File: src/rtl/rv_pkg.sv
// ----------------------------------------------------------------------------
// rv_pkg
// Shared definitions for the pipelined RV32I core.
//   XLEN               : architectural register / address width
//   NOP_INSTR_DEFAULT  : addi x0,x0,0, the canonical pipeline bubble
//   RESET_PC_DEFAULT   : PC loaded when the core leaves reset
//   fetch_state_e      : fetch-side request tracking states
//   word_align()       : clears the byte-offset bits of an address
// ----------------------------------------------------------------------------
package rv_pkg;

    localparam int XLEN = 32;

    localparam logic [XLEN-1:0] NOP_INSTR_DEFAULT = 32'h0000_0013;
    localparam logic [XLEN-1:0] RESET_PC_DEFAULT  = 32'h0000_0000;

    // ISSUE   : nothing outstanding, the next request goes out from pc
    // WAIT    : one request outstanding and its word is wanted
    // DISCARD : one request outstanding but its word is stale (redirected)
    // BUF     : a returned word is parked because IF/ID could not take it
    typedef enum logic [1:0] {
        ISSUE   = 2'd0,
        WAIT    = 2'd1,
        DISCARD = 2'd2,
        BUF     = 2'd3
    } fetch_state_e;

    function automatic logic [XLEN-1:0] word_align(input logic [XLEN-1:0] addr);
        return {addr[XLEN-1:2], 2'b00};
    endfunction

endpackage

File: src/rtl/if_id_reg.sv
// ----------------------------------------------------------------------------
// if_id_reg
// IF/ID pipeline register. Priority, highest first:
//   flush or redirect -> bubble (valid=0, NOP, pc kept)
//   stall             -> hold everything
//   load              -> capture the delivered instruction
//   otherwise         -> bubble
// Ports:
//   clk, rst          : clock, synchronous active-low reset
//   flush_i           : hazard-unit flush
//   redirect_i        : EX-stage taken branch/jump
//   stall_i           : hazard-unit stall
//   load_i            : fetch is delivering an instruction this cycle
//   instr_i, pc_i     : delivered instruction and its address
//   instr_o, pc_o,
//   valid_o           : registered IF/ID contents
// ----------------------------------------------------------------------------
module if_id_reg #(
    parameter logic [31:0] NOP_INSTR = rv_pkg::NOP_INSTR_DEFAULT
) (
    input  logic        clk,
    input  logic        rst,
    input  logic        flush_i,
    input  logic        redirect_i,
    input  logic        stall_i,
    input  logic        load_i,
    input  logic [31:0] instr_i,
    input  logic [31:0] pc_i,
    output logic [31:0] instr_o,
    output logic [31:0] pc_o,
    output logic        valid_o
);

    logic [31:0] instr_q, instr_d;
    logic [31:0] pc_q, pc_d;
    logic        valid_q, valid_d;

    // Next-state selection. A bubble keeps the old pc so that the value on
    // if_id_pc only ever changes when a real instruction is loaded.
    always_comb begin
        instr_d = instr_q;
        pc_d    = pc_q;
        valid_d = valid_q;
        if (flush_i || redirect_i) begin
            instr_d = NOP_INSTR;
            valid_d = 1'b0;
        end else if (!stall_i) begin
            if (load_i) begin
                instr_d = instr_i;
                pc_d    = pc_i;
                valid_d = 1'b1;
            end else begin
                instr_d = NOP_INSTR;
                valid_d = 1'b0;
            end
        end
    end

    // Register update with synchronous reset to an invalid NOP at pc 0.
    always_ff @(posedge clk) begin
        if (!rst) begin
            instr_q <= NOP_INSTR;
            pc_q    <= 32'h0000_0000;
            valid_q <= 1'b0;
        end else begin
            instr_q <= instr_d;
            pc_q    <= pc_d;
            valid_q <= valid_d;
        end
    end

    assign instr_o = instr_q;
    assign pc_o    = pc_q;
    assign valid_o = valid_q;

endmodule

File: src/rtl/if_stage.sv
// ----------------------------------------------------------------------------
// if_stage
// Instruction fetch stage of the RV32I pipeline. Owns the PC, keeps at most
// one instruction-memory request outstanding, and feeds the IF/ID register.
// Ports:
//   clk, rst                  : clock, synchronous active-low reset
//   imem_req, imem_addr       : request strobe and word-aligned address
//   imem_rvalid, imem_rdata   : in-order response strobe and instruction word
//   redirect_valid/_pc        : taken branch/jump target from EX
//   stall, flush              : hazard-unit controls
//   if_id_instruction/_pc/_valid : registered IF/ID outputs
// ----------------------------------------------------------------------------
module if_stage
    import rv_pkg::*;
#(
    parameter logic [31:0] RESET_PC  = RESET_PC_DEFAULT,
    parameter logic [31:0] NOP_INSTR = NOP_INSTR_DEFAULT
) (
    input  logic        clk,
    input  logic        rst,
    output logic        imem_req,
    output logic [31:0] imem_addr,
    input  logic        imem_rvalid,
    input  logic [31:0] imem_rdata,
    input  logic        redirect_valid,
    input  logic [31:0] redirect_pc,
    input  logic        stall,
    input  logic        flush,
    output logic [31:0] if_id_instruction,
    output logic [31:0] if_id_pc,
    output logic        if_id_valid
);

    fetch_state_e state_q, state_d;
    logic [31:0]  pc_q, pc_d;
    logic [31:0]  buf_q, buf_d;

    logic        hold;
    logic        deliver;
    logic [31:0] deliver_word;
    logic [31:0] redirect_target;
    logic [31:0] pc_next_seq;
    logic        req_raw;

    assign hold            = stall | flush;
    assign redirect_target = word_align(redirect_pc);
    assign pc_next_seq     = pc_q + 32'd4;

    // A word is handed to IF/ID either straight from memory (WAIT) or from
    // the parking buffer (BUF); any hold or redirect blocks the hand-off.
    assign deliver = (((state_q == WAIT) && imem_rvalid) || (state_q == BUF))
                     && !hold && !redirect_valid;
    assign deliver_word = (state_q == BUF) ? buf_q : imem_rdata;

    // Fetch control. pc_q always names the outstanding request or the next
    // one to issue, so a delivery both advances pc and issues at pc+4 in the
    // same cycle to sustain one instruction per cycle. imem_rvalid seen in
    // ISSUE or BUF is a protocol violation and is simply ignored.
    always_comb begin
        state_d   = state_q;
        pc_d      = pc_q;
        buf_d     = buf_q;
        req_raw   = 1'b0;
        imem_addr = word_align(pc_q);
        unique case (state_q)
            ISSUE: begin
                if (redirect_valid) begin
                    pc_d = redirect_target;
                end else begin
                    req_raw = 1'b1;
                    state_d = WAIT;
                end
            end
            WAIT: begin
                if (imem_rvalid) begin
                    if (redirect_valid) begin
                        pc_d    = redirect_target;
                        state_d = ISSUE;
                    end else if (hold) begin
                        buf_d   = imem_rdata;
                        state_d = BUF;
                    end else begin
                        pc_d      = pc_next_seq;
                        req_raw   = 1'b1;
                        imem_addr = word_align(pc_next_seq);
                    end
                end else if (redirect_valid) begin
                    pc_d    = redirect_target;
                    state_d = DISCARD;
                end
            end
            DISCARD: begin
                // The last redirect before the stale word returns wins.
                if (redirect_valid) begin
                    pc_d = redirect_target;
                end
                if (imem_rvalid) begin
                    state_d = ISSUE;
                end
            end
            BUF: begin
                if (redirect_valid) begin
                    pc_d    = redirect_target;
                    state_d = ISSUE;
                end else if (!hold) begin
                    pc_d      = pc_next_seq;
                    req_raw   = 1'b1;
                    imem_addr = word_align(pc_next_seq);
                    state_d   = WAIT;
                end
            end
            default: begin
                state_d = ISSUE;
            end
        endcase
    end

    // No request may leave the stage while reset is held.
    assign imem_req = req_raw & rst;

    // Fetch state registers.
    always_ff @(posedge clk) begin
        if (!rst) begin
            state_q <= ISSUE;
            pc_q    <= RESET_PC;
            buf_q   <= 32'h0000_0000;
        end else begin
            state_q <= state_d;
            pc_q    <= pc_d;
            buf_q   <= buf_d;
        end
    end

    if_id_reg #(
        .NOP_INSTR (NOP_INSTR)
    ) u_if_id_reg (
        .clk        (clk),
        .rst        (rst),
        .flush_i    (flush),
        .redirect_i (redirect_valid),
        .stall_i    (stall),
        .load_i     (deliver),
        .instr_i    (deliver_word),
        .pc_i       (pc_q),
        .instr_o    (if_id_instruction),
        .pc_o       (if_id_pc),
        .valid_o    (if_id_valid)
    );

endmodule

File: config.mk
export PLATFORM = sky130hd
export DESIGN_NAME = if_stage
export DESIGN_NICKNAME = d
export VERILOG_FILES = /design/src/rtl/rv_pkg.sv /design/src/rtl/if_id_reg.sv /design/src/rtl/if_stage.sv
export SDC_FILE = /design/constraint.sdc
export NUM_CORES = 1
export LEC_CHECK = 0
export ABC_AREA = 1
export CORE_ASPECT_RATIO = 0.7
export CORE_MARGIN = 2
export CORE_UTILIZATION = 55
export CTS_BUF_LIST = sky130_fd_sc_hd__clkbuf_16
export CTS_CLUSTER_SIZE = 28
export DETAILED_ROUTE_END_ITERATION = 7
export PLACE_DENSITY = 0.87
export SLEW_MARGIN = 15
export SYNTH_ARGS = -nofsm -noshare
export SYNTH_HDL_FRONTEND = slang
export SYNTH_HIERARCHICAL = 1
export SYNTH_SLANG_ARGS = --single-unit
File: constraint.sdc
create_clock -name clk -period 5.4 [get_ports clk]
set_input_delay 1.08 -clock clk [delete_from_list [all_inputs] [get_ports clk]]
set_output_delay 1.08 -clock clk [all_outputs]
set_load 0.05 [all_outputs]
# Word level (Yosys, flattened, before mapping)

Index checks and enable logic that the tools add are counted.

Logic and storage cells: 60
Input bits: 70
Flip-flop bits (word level): 131

Bitwise operators: 6
Add/sub/neg operators: 1
Reductions and logical operators: 13
Multiplexer cells: 26
Equality and inequality tests: 8

Operators by type and width:

| operator                | number |
|---|---|
| $mux W32                | 9 |
| $pmux W32 S3            | 1 |
| $pmux W32 S2            | 1 |
| $add A32 B3 Y32 const B | 1 |
| $mux W2                 | 8 |
| $ne A3 B3 Y1 const B    | 3 |
| $pmux W2 S4             | 1 |
| $mux W1                 | 5 |
| $reduce_and A5 Y1       | 1 |
| $eq A2 B2 Y1 const B    | 2 |
| $ne A2 B2 Y1 const B    | 2 |
| $not A1 Y1              | 4 |
| $reduce_and A4 Y1       | 1 |
| $reduce_or A2 Y1        | 2 |
| $logic_and A1 B1 Y1     | 3 |
| $pmux W1 S3             | 1 |
| $reduce_and A3 Y1       | 1 |
| $eq A2 B1 Y1 const B    | 1 |
| $logic_not A1 Y1        | 2 |
| $logic_not A2 Y1        | 1 |
| $logic_or A1 B1 Y1      | 2 |
| $and A1 B1 Y1           | 1 |
| $or A1 B1 Y1            | 1 |

# Logic depth before layout (Yosys ltp)

Depth after elaboration: 6
Gate-level depth with buffers: 13
Depth with buffers taken out: 12

# Cells and area by module

Netlist, hierarchy kept.

Modules (own cells, without submodules):

| module    | cells an instance | area an instance (um2) | seq. area each (um2) | instances |
|---|---|---|---|---|
| if_stage  | 726               | 4,610.7                | 1,321.3              | 1 |
| if_id_reg | 354               | 2,556.2                | 1,301.2              | 1 |

# Worst setup path before layout

OpenSTA, ideal clock, no wires.

Path kind: input to output
Start: input flush
End: output imem_addr[5]
Buffers on the path: 0
Data required time: 4.320 ns
Cell stages on the path: 6
Path slack: 1.434 ns
Arrival: 2.886 ns
Cells stage by stage: nor2_4 > nand4_1 > or2_2 > nand3_1 > nand2_1 > o21ai_0

Cells in the longest elaborated chain, start to end: 5

RTL lines:

| element        | RTL line                        | RTL |
|---|---|---|
| from (decl)    | if_stage.sv:28                  | `input logic flush,` |
| $or A1 B1 Y1 * | if_stage.sv:45                  | `assign hold = stall \| flush;` |
| $mux W32 *     | if_stage.sv:79, if_stage.sv:105 |  |
| $mux W32 *     | if_stage.sv:76                  | `if (redirect_valid) begin` |
| $mux W32       | if_stage.sv:75                  | `if (imem_rvalid) begin` |
| $pmux W32 S2 * | if_stage.sv:65                  | `unique case (state_q)` |
| to (decl)      | if_stage.sv:22                  | `output logic [31:0] imem_addr,` |

Every way passes the cells marked *; elsewhere a longest branch is shown, timed or not.

# Worst setup path in the final report

Start: input imem_rvalid
End: output imem_req

Cells in the longest elaborated chain, start to end: 3

RTL lines:

| element       | RTL line        | RTL |
|---|---|---|
| from (decl)   | if_stage.sv:23  | `input logic imem_rvalid,` |
| $mux W1       | if_stage.sv:75  |  |
| $pmux W1 S3   | if_stage.sv:65  |  |
| $and A1 B1 Y1 | if_stage.sv:119 | `assign imem_req = req_raw & rst;` |
| to (decl)     | if_stage.sv:21  | `output logic imem_req,` |

Every way passes these cells.

==> insert_results.sql <==
INSERT INTO impl_metrics (metric_group, metric, value, unit) VALUES
('run_status', 'outcome', 'finished clean', ''),
('timing', 'post_route_fraction_of_the_period_consumed_by_the_critical_path', '82.7', '%'),
('timing', 'finalMaxSlewViolations', '0', ''),
('cts', 'ctsHoldBuffers', '0', ''),
('cts', 'clock_sink_count', '131', ''),
('setup_path', 'critical_path.reg2reg.endpoint', 'u_if_id_reg/pc_o[27]', ''),
('floorplan', 'chipWidth', '140', 'um'),
('setup_path', 'path_buf_inv', '3', ''),
('cts', 'cts_buffer_depth', '2', ''),
('setup_path', 'slowest_delay', '0.82', 'ns'),
('hold_path', 'holdCritStartpoint', 'pc_q[0]', ''),
('synthesis', 'synth-edff-count', '0', ''),
('synthesis', 'syn_inst', '1080', ''),
('setup_path', 'timing.critical_path.from_type', 'input pin', ''),
('floorplan', 'ios', '168', ''),
('route', 'detailroute.wirelength.met2', '9.30', 'mm'),
('synthesis', 'avgSynthCellArea', '6.64', 'um^2'),
('job', 'cap_violations', '0', ''),
('cts', 'clk_latency', '0.42', 'ns'),
('hold_path', 'min-delay-path-class', 'reg2reg', ''),
('floorplan', 'core-area', '12500', 'um^2'),
('setup_path', 'criticalPathCategory', 'in2out', ''),
('route', 'postRouteAntennaNets', '0', ''),
('placed_design', 'dpl.hpwl', '14.7', 'mm'),
('power_and_ir_drop', 'ir_drop', '0.230', 'mV'),
('synthesis', 'ys_seq_elements', '131', ''),
('setup_path', 'ff2ff_setup_slack', '2.61', 'ns'),
('synthesis', 'seq_area_frac_synth', '36.6', '%'),
('cts', 'htree_num_levels', '4', ''),
('route', 'detail_route.first_pass.iterations', '5', ''),
('setup_path', 'crit-reg2reg-launch', 'state_q[0]', ''),
('route', 'wire_per_inst', '15.9', 'um'),
('placed_design', 'port_buffers', '163', ''),
('hold_path', 'whs_path_depth', '2', ''),
('power_and_ir_drop', 'cellPowerDensity', '281', 'nW/um^2'),
('route', 'routed-wl-met3', '2.42', 'mm'),
('timing', 'final.min_clock_period', '4.47', 'ns'),
('layout', 'layout-drive-gt1-share', '12.4', '%'),
('setup_path', 'critPathRequiredTime', '4.32', 'ns'),
('floorplan', 'initial_utilization', '57.1', '%'),
('setup_path', 'crit_path_cell_trace', 'clkdlybuf4s50_1 -> o21ai_2 -> nor2_1 -> inv_1 -> nor2_1 -> a31oi_1 -> nor2_1 -> clkdlybuf4s50_1', ''),
('grt', 'antenna_violations_before_repair', '1', ''),
('synthesis', 'syn-cell-area', '7170', 'um^2'),
('timing', 'timing.max_slew.rel_slack', '47.2', '%'),
('synthesis', 'ys_dominant_reg_cell', 'sky130_fd_sc_hd__dfxtp_1', ''),
('cts', 'cts_tree', 'yes', ''),
('route', 'average_via_count_per_standard_cell', '5.62', ''),
('route', 'drtIter0Drc', '817', ''),
('grt', 'gr-usage-all-layers', '31.0', '%'),
('timing', 'clock-skew-final', '0.00828', 'ns'),
('grt', 'grt_max_degree', '87', ''),
('timing', 'pin_slew_with_the_least_headroom_to_its_limit', '0.793', 'ns'),
('layout', 'most_common_cell_after_layout_fill_and_taps_aside', 'sky130_fd_sc_hd__nand2_1', ''),
('setup_path', 'cpLargestDelayFamily', 'buffers and inverters', ''),
('grt', 'via_count_of_the_first_global_routing_pass', '6894', ''),
('setup_path', 'crit_top_cell', 'sky130_fd_sc_hd__nor2_1', ''),
('floorplan', 'die_area', '14000', 'um^2'),
('synthesis', 'synthDistinctLibCells', '41', ''),
('setup_path', 'timing.critical_path.slowest_stage_cell', 'sky130_fd_sc_hd__clkdlybuf4s50_1', ''),
('setup_path', 'arr_time_crit_path', '3.39', 'ns'),
('layout', 'seq_area', '2620', 'um^2'),
('layout', 'antennaDiodeCount', '0', ''),
('layout', 'multi_input_comb_area', '3840', 'um^2'),
('layout', 'syn2layout_area_growth', '33.5', '%'),
('cts', 'tritoncts.num_buffers', '17', ''),
('timing', 'clock.fmax', '224', 'MHz'),
('route', 'routed.top_layer', 'met5', ''),
('cts', 'worst_setup_hold_path_clk_slew', '0.06', 'ns'),
('setup_path', 'critPathMaxFanout', '3', ''),
('route', 'drc', '0', ''),
('grt', 'grt-ovfl-total', '0', '');
[synth_stat cells (2+ instances only)]
cell type | n | area [um^2]
sky130_fd_sc_hd__a31oi_1 | 5 | 31.3
sky130_fd_sc_hd__nor2_1 | 133 | 499
sky130_fd_sc_hd__buf_1 | 2 | 7.51
sky130_fd_sc_hd__nand2_1 | 248 | 931
sky130_fd_sc_hd__o21ai_0 | 92 | 460
sky130_fd_sc_hd__o21bai_1 | 2 | 15.0
sky130_fd_sc_hd__a21oi_1 | 96 | 480
sky130_fd_sc_hd__o22ai_1 | 8 | 50.1
sky130_fd_sc_hd__nor3_1 | 8 | 40.0
sky130_fd_sc_hd__a22oi_1 | 5 | 37.5
sky130_fd_sc_hd__clkbuf_1 | 27 | 101
sky130_fd_sc_hd__xor2_1 | 2 | 17.5
sky130_fd_sc_hd__dfxtp_1 | 131 | 2620
sky130_fd_sc_hd__o21ai_1 | 15 | 75.1
sky130_fd_sc_hd__inv_1 | 89 | 334
sky130_fd_sc_hd__inv_2 | 11 | 41.3
sky130_fd_sc_hd__mux2_2 | 32 | 360
sky130_fd_sc_hd__buf_6 | 2 | 22.5
sky130_fd_sc_hd__nor2_4 | 5 | 56.3
sky130_fd_sc_hd__o211ai_1 | 2 | 15.0
sky130_fd_sc_hd__nand4_1 | 14 | 87.6
sky130_fd_sc_hd__nand2_2 | 5 | 31.3
sky130_fd_sc_hd__nor2_2 | 6 | 37.5
sky130_fd_sc_hd__nand3_1 | 79 | 395
sky130_fd_sc_hd__nor3_4 | 2 | 32.5
sky130_fd_sc_hd__buf_2 | 31 | 155
sky130_fd_sc_hd__nand3_2 | 6 | 60.1
sky130_fd_sc_hd__o21a_1 | 2 | 15.0
sky130_fd_sc_hd__buf_4 | 8 | 60.1
[per-layer routing]
metal  up-vias  GRT usage (%)
met5         -              0
met4         2           10.3
met3        48           7.03
met2       441           46.2
met1      3479           44.6
li1       3779              -
[report_power, final]
group / total (W) / internal, W / switching [W] / leakage, nW
logic: 0.000467 / 0.000188 / 0.000279 / 2.30
clock network: 0.00118 / 0.000694 / 0.000489 / 0.293
registers: 0.00104 / 0.000994 / 0.0000490 / 1.06
total: 0.00269 / 0.00188 / 0.000817 / 3.65
[sequential cells by signal, indices dropped and copies added, names as in the netlist]
name                 cells
buf_q                   32
u_if_id_reg/valid_o      1
u_if_id_reg/pc_o        32
state_q                  2
pc_q                    32
u_if_id_reg/instr_o     32
[worst max path at each step]
stage,from,end,slack (ns),cells after the start
floorplan,flush,imem_addr[5],1.43,6
global placement,imem_rvalid,imem_req,1.01,8
detailed placement,imem_rvalid,imem_req,1.00,8
CTS,imem_rvalid,imem_req,0.98,8
global route,imem_rvalid,imem_req,0.83,8
finish,imem_rvalid,imem_req,0.93,8
[cells by family after synthesis]
family          after synthesis  synth area share, %
buf+inv                     171                 10.1
compound gates              230                 16.8
fa+ha+maj                     1                0.175
flops                       131                 36.6
xor+xnor                      2                0.244
other cells                   1               0.0523
simple gates                512                 31.0
mux                          32                 5.03
[metrics by stage]
| stage | instance area [um^2] | total power [W] | hold slack, ns | setup WS (ns) | utilization, % |
|---|---|---|---|---|---|
| floorplan | 7170 | 0.00133 | 0.410 | 1.43 | - |
| global placement | 8970 | 0.00151 | 0.418 | 1.01 | 71.5 |
| detailed placement | 8970 | 0.00152 | 0.422 | 1.00 | 71.5 |
| CTS | 9570 | 0.00269 | 0.434 | 0.982 | 76.2 |
| global route | 9570 | 0.00278 | 0.462 | 0.831 | 76.2 |
| finish | 9570 | 0.00269 | 0.433 | 0.933 | 76.2 |
[worst reg2reg max path, stage by stage (launching register included)]
cell                      delay (ns)
sky130_fd_sc_hd__dfxtp_1        0.58
sky130_fd_sc_hd__o21ai_2        0.13
sky130_fd_sc_hd__nor2_1         0.25
sky130_fd_sc_hd__inv_1          0.11
sky130_fd_sc_hd__nor2_1         0.28
sky130_fd_sc_hd__inv_1          0.12
sky130_fd_sc_hd__nor2_4         0.54
sky130_fd_sc_hd__buf_12         0.36
sky130_fd_sc_hd__nand3_1        0.15
sky130_fd_sc_hd__nand2_1        0.11
sky130_fd_sc_hd__nor2_1         0.06
[layout make-up]
class	instances	share of cell area, %
clock buffers	17	4.45
multi-input cells	779	40.1
clock inverters	15	1.78
inverters	101	3.98
well taps	162	2.12
flip-flops and latches	131	27.4
repair buffers	175	20.1
No activity file was read; power rests on OpenSTA's default activity.
